===== src/rtl/mem_bus_arbiter.sv =====
// Shares one SRAM-like port between inst and data requesters; grant 1 cycle after IDLE sees a request, >=3 cycles/txn.
// Backpressure: bus_addr_ok stalls hold bus_req and latched fields; the losing requester holds its request until a later IDLE.
module mem_bus_arbiter #(
    parameter bit RR_EN = 1'b1
) (
    input  logic        clk,
    input  logic        resetn,
    input  logic        inst_req,
    input  logic        inst_wr,
    input  logic [1:0]  inst_size,
    input  logic [31:0] inst_addr,
    input  logic [3:0]  inst_wstrb,
    input  logic [31:0] inst_wdata,
    output logic        inst_addr_ok,
    output logic        inst_data_ok,
    output logic [31:0] inst_rdata,
    input  logic        data_req,
    input  logic        data_wr,
    input  logic [1:0]  data_size,
    input  logic [31:0] data_addr,
    input  logic [3:0]  data_wstrb,
    input  logic [31:0] data_wdata,
    output logic        data_addr_ok,
    output logic        data_data_ok,
    output logic [31:0] data_rdata,
    output logic        bus_req,
    output logic        bus_wr,
    output logic [1:0]  bus_size,
    output logic [31:0] bus_addr,
    output logic [3:0]  bus_wstrb,
    output logic [31:0] bus_wdata,
    input  logic        bus_addr_ok,
    input  logic        bus_data_ok,
    input  logic [31:0] bus_rdata
);
    typedef enum logic [1:0] {
        ST_IDLE = 2'd0,
        ST_ADDR = 2'd1,
        ST_DATA = 2'd2
    } state_t;

    state_t      r_state;
    logic        r_owner;
    logic        r_last_data;
    logic        r_bus_req;
    logic        r_wr;
    logic [1:0]  r_size;
    logic [31:0] r_addr;
    logic [3:0]  r_wstrb;
    logic [31:0] r_wdata;

    logic w_any_req;
    logic w_pick_data;
    logic w_accept;
    logic w_done;

    // Data wins by default; with RR_EN a pending inst request takes the turn after a data grant.
    assign w_any_req   = inst_req | data_req;
    assign w_pick_data = data_req & ~(RR_EN & r_last_data & inst_req);
    assign w_accept    = (r_state == ST_ADDR) & bus_addr_ok;
    assign w_done      = (r_state == ST_DATA) & bus_data_ok;

    always_ff @(posedge clk) begin
        if (!resetn) begin
            r_state     <= ST_IDLE;
            r_owner     <= 1'b0;
            r_last_data <= 1'b0;
            r_bus_req   <= 1'b0;
            r_wr        <= 1'b0;
            r_size      <= 2'd0;
            r_addr      <= 32'd0;
            r_wstrb     <= 4'd0;
            r_wdata     <= 32'd0;
        end else begin
            case (r_state)
                ST_IDLE: begin
                    if (w_any_req) begin
                        r_owner     <= w_pick_data;
                        r_last_data <= w_pick_data;
                        r_bus_req   <= 1'b1;
                        r_wr        <= w_pick_data ? data_wr    : inst_wr;
                        r_size      <= w_pick_data ? data_size  : inst_size;
                        r_addr      <= w_pick_data ? data_addr  : inst_addr;
                        r_wstrb     <= w_pick_data ? data_wstrb : inst_wstrb;
                        r_wdata     <= w_pick_data ? data_wdata : inst_wdata;
                        r_state     <= ST_ADDR;
                    end
                end
                ST_ADDR: begin
                    if (bus_addr_ok) begin
                        r_bus_req <= 1'b0;
                        r_state   <= ST_DATA;
                    end
                end
                ST_DATA: begin
                    if (bus_data_ok) begin
                        r_state <= ST_IDLE;
                    end
                end
                default: begin
                    r_bus_req <= 1'b0;
                    r_state   <= ST_IDLE;
                end
            endcase
        end
    end

    assign bus_req   = r_bus_req;
    assign bus_wr    = r_wr;
    assign bus_size  = r_size;
    assign bus_addr  = r_addr;
    assign bus_wstrb = r_wstrb;
    assign bus_wdata = r_wdata;

    // Handshake pulses are steered to the transaction owner only.
    assign inst_addr_ok = w_accept & ~r_owner;
    assign data_addr_ok = w_accept &  r_owner;
    assign inst_data_ok = w_done   & ~r_owner;
    assign data_data_ok = w_done   &  r_owner;
    assign inst_rdata   = inst_data_ok ? bus_rdata : 32'd0;
    assign data_rdata   = data_data_ok ? bus_rdata : 32'd0;
endmodule


===== config.mk =====
export PLATFORM = sky130hd
export DESIGN_NAME = mem_bus_arbiter
export DESIGN_NICKNAME = d
export VERILOG_FILES = /design/src/rtl/mem_bus_arbiter.sv
export SDC_FILE = /design/constraint.sdc
export NUM_CORES = 1
export LEC_CHECK = 0
export BUFFER_PORTS_ARGS = -buffer_cell sky130_fd_sc_hd__buf_2
export CAP_MARGIN = 0
export CORE_AREA = 4 4 121 123
export CTS_CLUSTER_SIZE = 14
export DETAILED_ROUTE_END_ITERATION = 8
export DIE_AREA = 0 0 125 127
export PLACE_DENSITY = 0.66
export REMOVE_ABC_BUFFERS = 1
export SLEW_MARGIN = 20
export SYNTH_ARGS = -nofsm -noshare
export SYNTH_HDL_FRONTEND = slang
export SYNTH_SLANG_ARGS = --single-unit

===== constraint.sdc =====
create_clock -name clk -period 1.7 [get_ports clk]
set_input_delay 0.17 -clock clk [delete_from_list [all_inputs] [get_ports clk]]
set_output_delay 0.17 -clock clk [all_outputs]
set_load 0.02 [all_outputs]

# Word-level counts from Yosys, hierarchy flattened
# Cells that the tools add are included.
# totals
wordCells	43
reg_bits	75
in_bits	180
out_inout_bits	140
# op_classes
n_eq_ne	5
n_mux	14
bitwise	12
n_reduce_logical	4
# ops
op	count
$mux W32	4
$and A1 B1 Y1	8
$mux W2	4
$ne A2 B2 Y1 const B	3
$pmux W2 S3	1
$reduce_and A3 Y1	2
$mux W4	1
$mux W1	3
$not A1 Y1	3
$pmux W1 S3	1
$eq A2 B1 Y1 const B	1
$eq A2 B2 Y1 const B	1
$logic_not A2 Y1	1
$reduce_and A2 Y1	1
$or A1 B1 Y1	1

# Depth between registers and ports, before layout
# Gate-level depths: netlist of the first run.
# logic_depth
ltp_word	4
depth_mapped	6
depth_no_buf	3

# Worst setup path after synthesis of the first run
# No wires, ideal clock.
# synth_timing
path_kind	register to output
from	register r_state[1]
to	output port inst_rdata[22]
required_time_ns	1.530
path_buffers	1
arrival_time_ns	1.305
slack_ns	0.225
path_stages_with_launch	4
path_cell_list	dfxtp_1 > and4bb_2 > clkbuf_1 > and2_1
# synth_between
elab_chain_len	4
# synth_lines
element	line_no	text
start: declaration	42	state_t r_state;
start signal: assignment	65	r_state <= ST_IDLE;
start signal: assignment	86	r_state <= ST_ADDR;
start signal: assignment	92	r_state <= ST_DATA;
$eq A2 B2 Y1	61	assign w_done = (r_state == ST_DATA) & bus_data_ok;
$and A1 B1 Y1	61	
$and A1 B1 Y1	118	assign inst_data_ok = w_done & ~r_owner;
via inst_data_ok	15	output logic inst_data_ok,
$mux W32	120	assign inst_rdata = inst_data_ok ? bus_rdata : 32'd0;
end: declaration	16	output logic [31:0] inst_rdata,
# The timed path passes the listed nets, and every way through them passes these cells.

==> results.md, run 1 <==
* Final RePlAce weighted congestion at 0.892
* Starting density of the core at 31.4%
* Top fanout value on the critical path at 9
* Sequential Area at 0.00151 mm2
* Arr. time, crit path at 1520 ps
* Number of placement rows at 43
* M3 GR Usage at 5.81%
* Number of unique standard cell types used by synthesis at 23
* Crit Path Class: reg2out
* Routed WL per cell at 17.0 um
* GR Util met2 at 31.8%
* Gate Count Post-Synth at 501
* Most utilized layer in the global route result: met2
* Port Buf Inserts at 319
* Avg Inst Size Synth at 8.57 um2
* Clock Sinks at 75
* TritonRoute pass-1 iters at 4
* Footprint of the multi-input gates at 0.00257 mm2
* Tightest Pin Transition at 474 ps
* Tcrit/Tclk final at 99.2%
* Layout cells sized above 1 at 57.1%
* Insertion delay to the later sink of the worst-skew pair at 320 ps
* Area fraction of the dominant cell type after synthesis at 35.0%
* Layout filler cell count at 1334
* Final total negative setup slack at 0 ps
* Portion of the post-synthesis area used by sequential elements at 35.0%
* Worst max-slew margin expressed relative to the limit at 68.4%
* Cell type with the highest aggregate area in the netlist: dfxtp_1
* Post-layout util at 49.8%
* Maximum number of pins on one net before global-route repair at 76
* Antenna-violating nets left at 0
* Number of flip-flops and latches in the synthesized netlist at 75
* Synth area leaders: dfxtp_1 (35%), a311oi_2 (24%), nand2_1 (13%)
* TritonCTS clock tree: done
* Number of max-slew violations in the final report at 0
* DRC at 0
* Top flip-flop cell by instance count after synthesis: dfxtp_1
* Clock skew after layout at 4.17 ps
* Detailed placer's ending HPWL at 11.6 mm
* Lkg Pwr at 3.27 nW
* Setup repair after global routing missed its margin: yes
* Clock root cell: clkbuf_16
* Number of vias in the routed layout at 4825
* Detail-routed via count per cell at 4.91
* Vertical die dimension at 127 um
* Cell area after technology mapping at 0.00429 mm2
* Ports at 320
* Count of final setup violators at 0
* Global Route met1 Usage at 21.7%
* Final critical-path required period at 1690 ps
* Die Area at 0.0159 mm2
* Area added between synthesis and finish at 58.5%
* Worst endpoint required time at 1530 ps
* Final Hold Slack at 104 ps
* Highest attainable clock frequency at 0.593 GHz
* Run status: completed
* Deepest clock path buffer count at 2
* Total core area at 0.0137 mm2
* Die boundary width at 125 um
* Iteration-0 DRC count of the detailed router at 239
* Areal power density over the cells at 906 mW/mm2
* First-pass GRT wire length at 24.1 mm
* Routed wire length at 16.7 mm
* Yosys warnings at 0
* Number of nets in the layout at 976
* Max IR drop VDD at 0.635 mV
* Total GRT Usage at 18.6%
* Final number of hold-violating endpoints at 0
* Hold_buf cts at 0
* Final global-route overflow total at 0
* Async set or reset register ratio after synthesis at 0%
* Most common cell in the synthesized netlist: nand2_1
* Number of enable-type register cells in the synthesized netlist at 0
* Setup crit end kind: output port
* Num CTS Buffers at 9
* Antenna violations before repair at 3
* Via count of the first global-routing pass at 4724
* PnR Total Power at 6.16 mW
* H-tree depth at 3
* Class of the worst hold path: in2reg
* Startpoint type of the worst setup path: flop
* Top post-synthesis cells by count: nand2_1 (143), dfxtp_1 (75), a21oi_1 (72)
* Maximum Capacitance Violations at 0
* Clock transition at the registers of the reported paths at 60 ps
## metal layers
metal | vias to the layer above | wire [um]
li1 | 2350 | -
met1 | 2203 | 6560
met2 | 233 | 8220
met3 | 37 | 1320
met4 | 2 | 538
met5 | - | 12
## worst paths after layout
path / end / slack [ps] / depth (start not counted) / start
setup / recovery: inst_rdata[31] / 10 / 4 / r_last_data
hold / removal: bus_addr[3] / 100 / 3 / inst_addr[3]
setup reg to reg: bus_wdata[15] / 170 / 5 / r_state[0]
hold reg to reg: bus_addr[3] / 520 / 2 / bus_addr[3]
## cells by family (layout without fill, tap and decap cells)
family                 after synthesis  count (layout)  share of synthesized area, %
AO/OA/AOI/OAI                      150             150                          34.4
buffers and inverters               56             355                          7.00
flip-flops                          75              75                          35.0
other                                0               2                             0
AND/OR/NAND/NOR                    220             220                          23.6
## cells in the final DEF (no fill, tap or decap), drive strengths merged, types with 2 or more instances in the layout
cell    Yosys  final
buf        30    337
nand2     143    143
dfxtp      75     75
a21oi      72     72
a311oi     71     71
and2       66     66
clkbuf     25     13
nor2        5      5
bufinv      0      3
diode       0      2
a21bo       2      2
a22oi       2      2
## final cells by class
class,instances,share of cell area [%]
timing repair buffer,339,31.3
antenna,2,0.0736
clock buffer,11,3.72
clock inverter,4,1.43
tap,180,3.31
sequential,75,22.2
inverter,1,0.0920
multi-input combinational,370,37.8
## where the power goes
group          internal, mW  leakage, nW  switching (mW)  total [mW]
logic                 0.749         2.47            1.09        1.84
registers              1.97        0.625           0.113        2.09
clock network          1.51        0.168           0.735        2.24
total                  4.23         3.27            1.93        6.16
## through the flow
step / cell area [um2] / instances / setup slack [ps]
floorplan: 4000 / 446 / -3860
global placement: 6100 / 960 / 252
detailed placement: 6100 / 960 / 221
CTS: 6470 / 975 / -2.72
global route: 6800 / 982 / -33.9
finish: 6800 / 982 / 14.2
## timing repair
item	in CTS	in global routing
pin swaps	0	19
gates resized for setup	7	85
cloned	0	3
endpoints found under the setup margin	64	43
setup buffers	0	2
## critical path, cell delays in order, from the launching register on
cell and delay (ps):
dfxtp_4 340, and4bb_4 410, buf_12 140, and2_1 170
buf_6 130
## flip-flops by register name, indices dropped and copies added, names as in the netlist
register / flops
bus_addr: 32
bus_req: 1
bus_size: 2
bus_wdata: 32
bus_wr: 1
bus_wstrb: 4
r_last_data: 1
r_state: 2
No activity file was read; power rests on OpenSTA's default activity.
==> run 2: changes to the inputs <==
CELL_PAD_IN_SITES_DETAIL_PLACEMENT = 0   (was not set)
CELL_PAD_IN_SITES_GLOBAL_PLACEMENT = 1   (was not set)
CORE_AREA = not set   (was 4 4 121 123)
CORE_MARGIN = 4   (was not set)
CORE_UTILIZATION = 28   (was not set)
DIE_AREA = not set   (was 0 0 125 127)
PLACE_DENSITY = not set   (was 0.66)
PLACE_DENSITY_LB_ADDON = 0.1   (was not set)
==> results.md, run 2 (synthesis results as in run 1) <==
* Instance count after placement with tap cells included at 962 (+0.21%)
* Number of nets in the layout at 974 (-0.20%)
* Setup slack, reg-to-reg at 140 ps (-30 ps)
* Vertical die dimension at 132 um (+3.8%)
* Worst endpoint required time at 1530 ps (about the same)
* Layout cells sized above 1 at 58.7% (+1.6 points)
* Areal power density over the cells at 887 mW/mm2 (-2.2%)
* Final global-route overflow total at 0 (unchanged)
* CP endpoint: inst_rdata[12]
* Max IR drop VDD at 0.480 mV (-24%)
* Run status: completed
* Antenna violations before repair at 1 (-2)
* H-tree depth at 3 (unchanged)
* Routed wl met2 at 8.71 mm (+6.0%)
* DP Area at 0.00604 mm2 (-0.98%)
* Die boundary width at 132 um (+5.4%)
* Arr. time, crit path at 1510 ps (about the same)
* Area added between synthesis and finish at 57.9%
* DRC at 0 (unchanged)
* Detailed placer's ending HPWL at 12.6 mm (+8.6%)
* Ports at 320 (unchanged)
* Starting density of the core at 29.1% (-2.3 points)
* Total core area at 0.0148 mm2 (+8.0%)
* Clock Sinks at 75 (unchanged)
* Antenna-violating nets left at 0 (unchanged)
* Class of the worst hold path: in2reg
* Most frequent cells in the layout: buf_2 (281), nand2_1 (143), a21oi_1 (72), dfxtp_1 (72), a311oi_2 (70)
* Worst max-slew margin expressed relative to the limit at 40.2% (-28 points)
* Highest attainable clock frequency at 0.594 GHz (about the same)
* Post-layout util at 45.9% (-3.9 points)
* Routed wire length at 18.0 mm (+7.8%)
* Top fanout value on the critical path at 8 (-1)
* Final cell count without fillers at 984 (+0.20%)
* Iteration-0 DRC count of the detailed router at 310 (+30%)
* Number of max-slew violations in the final report at 0 (unchanged)
* Reg-to-reg endpoint: bus_wdata[24]
* Cell depth of the worst flop-to-flop path at 5 (unchanged)
* Final Hold Slack at 93.5 ps (-9.96 ps)
* Final critical-path required period at 1680 ps (-1.26 ps)
* Metal-1 WL at 7.70 mm (+17%)
* TritonRoute pass-1 iters at 4 (unchanged)
* Insertion delay to the later sink of the worst-skew pair at 340 ps (+20 ps)
* Setup crit end kind: output port
* Total GRT Usage at 18.9% (+0.29 points)
* Routed WL per cell at 18.2 um (+7.6%)
* Number of vias in the routed layout at 4801 (-0.50%)
* RR Startpoint: r_state[0]
* Final instance area at 0.00678 mm2 (-0.39%)
* Maximum Capacitance Violations at 0 (unchanged)
* Number of placement rows at 44 (+2.3%)
* Worst setup path start: r_last_data
* Setup repair after global routing missed its margin: yes
* Crit Path Class: reg2out
* First-pass GRT wire length at 26.6 mm (+10%)
* Count of final setup violators at 0 (unchanged)
* Startpoint type of the worst setup path: flop
* Clock transition at the registers of the reported paths at 60 ps (about the same)
* Final number of hold-violating endpoints at 0 (unchanged)
* Routed wire length on met3 at 1.38 mm (+4.3%)
* Clock root cell: clkbuf_16
* Tcrit/Tclk final at 99.1% (about the same)
* Via count of the first global-routing pass at 4605 (-2.5%)
* Layout filler cell count at 1507 (+13%)
* Lkg Pwr at 3.25 nW (-0.51%)
* Deepest clock path buffer count at 2 (unchanged)
* Detail-routed via count per cell at 4.88 (-0.70%)
* Die Area at 0.0174 mm2 (+9.4%)
* Top layer reached by signal wires: met4
* Num CTS Buffers at 9 (unchanged)
* Clock skew after layout at 5.61 ps (+1.44 ps)
* Port Buf Inserts at 319 (unchanged)
* Maximum number of pins on one net before global-route repair at 76 (unchanged)
* Final RePlAce weighted congestion at 0.936 (+5.0%)
* Most common library cell in the layout ignoring fill and taps: buf_2
* TritonCTS clock tree: done
* Tightest Pin Transition at 897 ps (+423 ps)
## run 2: cell count changes in the layout (fill, tap and decap cells not counted)
cell and delta:
and2_1 -14, and2_4 +14, buf_2 -6, buf_4 +6, buf_12 -4, buf_6 +2, bufinv_16 -1, clkbuf_1 +1
clkinv_2 +1, diode_2 -1
## run 2: area by class of cell
class                   count  area, um2  area share (%)
clock inverters             4       72.6            1.07
repair buffers            337       2090            30.8
flip-flops and latches     75       1510            22.3
well taps                 184        230            3.40
diodes                      1       2.50          0.0369
multi-input cells         370       2610            38.4
clock buffers              12        256            3.79
inverters                   1       6.26          0.0923
## run 2: timing repair
action,CTS,global route
pin swaps,0,25
gates cloned,0,3
hold buffers,0,0
buffers inserted,0,2
setup endpoints to repair,64,52
resized for setup,13,101
## run 2: critical path, cell delays in order, from the launching register on
cell and delay, ps:
dfxtp_4 340, and4bb_4 410, clkbuf_16 180, and2_4 140
buf_6 110
## run 2: how the worst min path moves through the flow
stage | from | endpoint | cells past startpoint | slack [ps]
2_1_floorplan | resetn | r_state[1] | 1 | 290
3_3_place_gp | inst_addr[3] | bus_addr[3] | 3 | 440
3_5_place_dp | inst_addr[3] | bus_addr[3] | 3 | 450
4_1_cts | inst_addr[3] | bus_addr[3] | 3 | 80
5_1_grt | resetn | r_state[1] | 2 | 100
6_report | inst_addr[3] | bus_addr[3] | 3 | 90
## run 2: where the power goes
group	switching (mW)	total [mW]	internal [mW]
Clock	0.733	2.10	1.36
Combinational	1.10	1.82	0.723
Sequential	0.116	2.09	1.97
## run 2: per-layer routing
layer	vias to the layer above	track usage (%)
li1	2352	-
met1	2253	24.2
met2	184	30.6
met3	12	7.10
met4	0	3.79
met5	-	0
## run 2: through the flow
| stage | worst slack, ps | power, mW | setup TNS (ps) |
|---|---|---|---|
| 2_1_floorplan | -3860 | 3.20 | -280000 |
| 3_3_place_gp | 84.5 | 3.89 | 0 |
| 3_5_place_dp | 24.4 | 3.91 | 0 |
| 4_1_cts | 0.145 | 6.04 | 0 |
| 5_1_grt | -39.7 | 6.31 | -599 |
| 6_report | 15.4 | 6.01 | 0 |
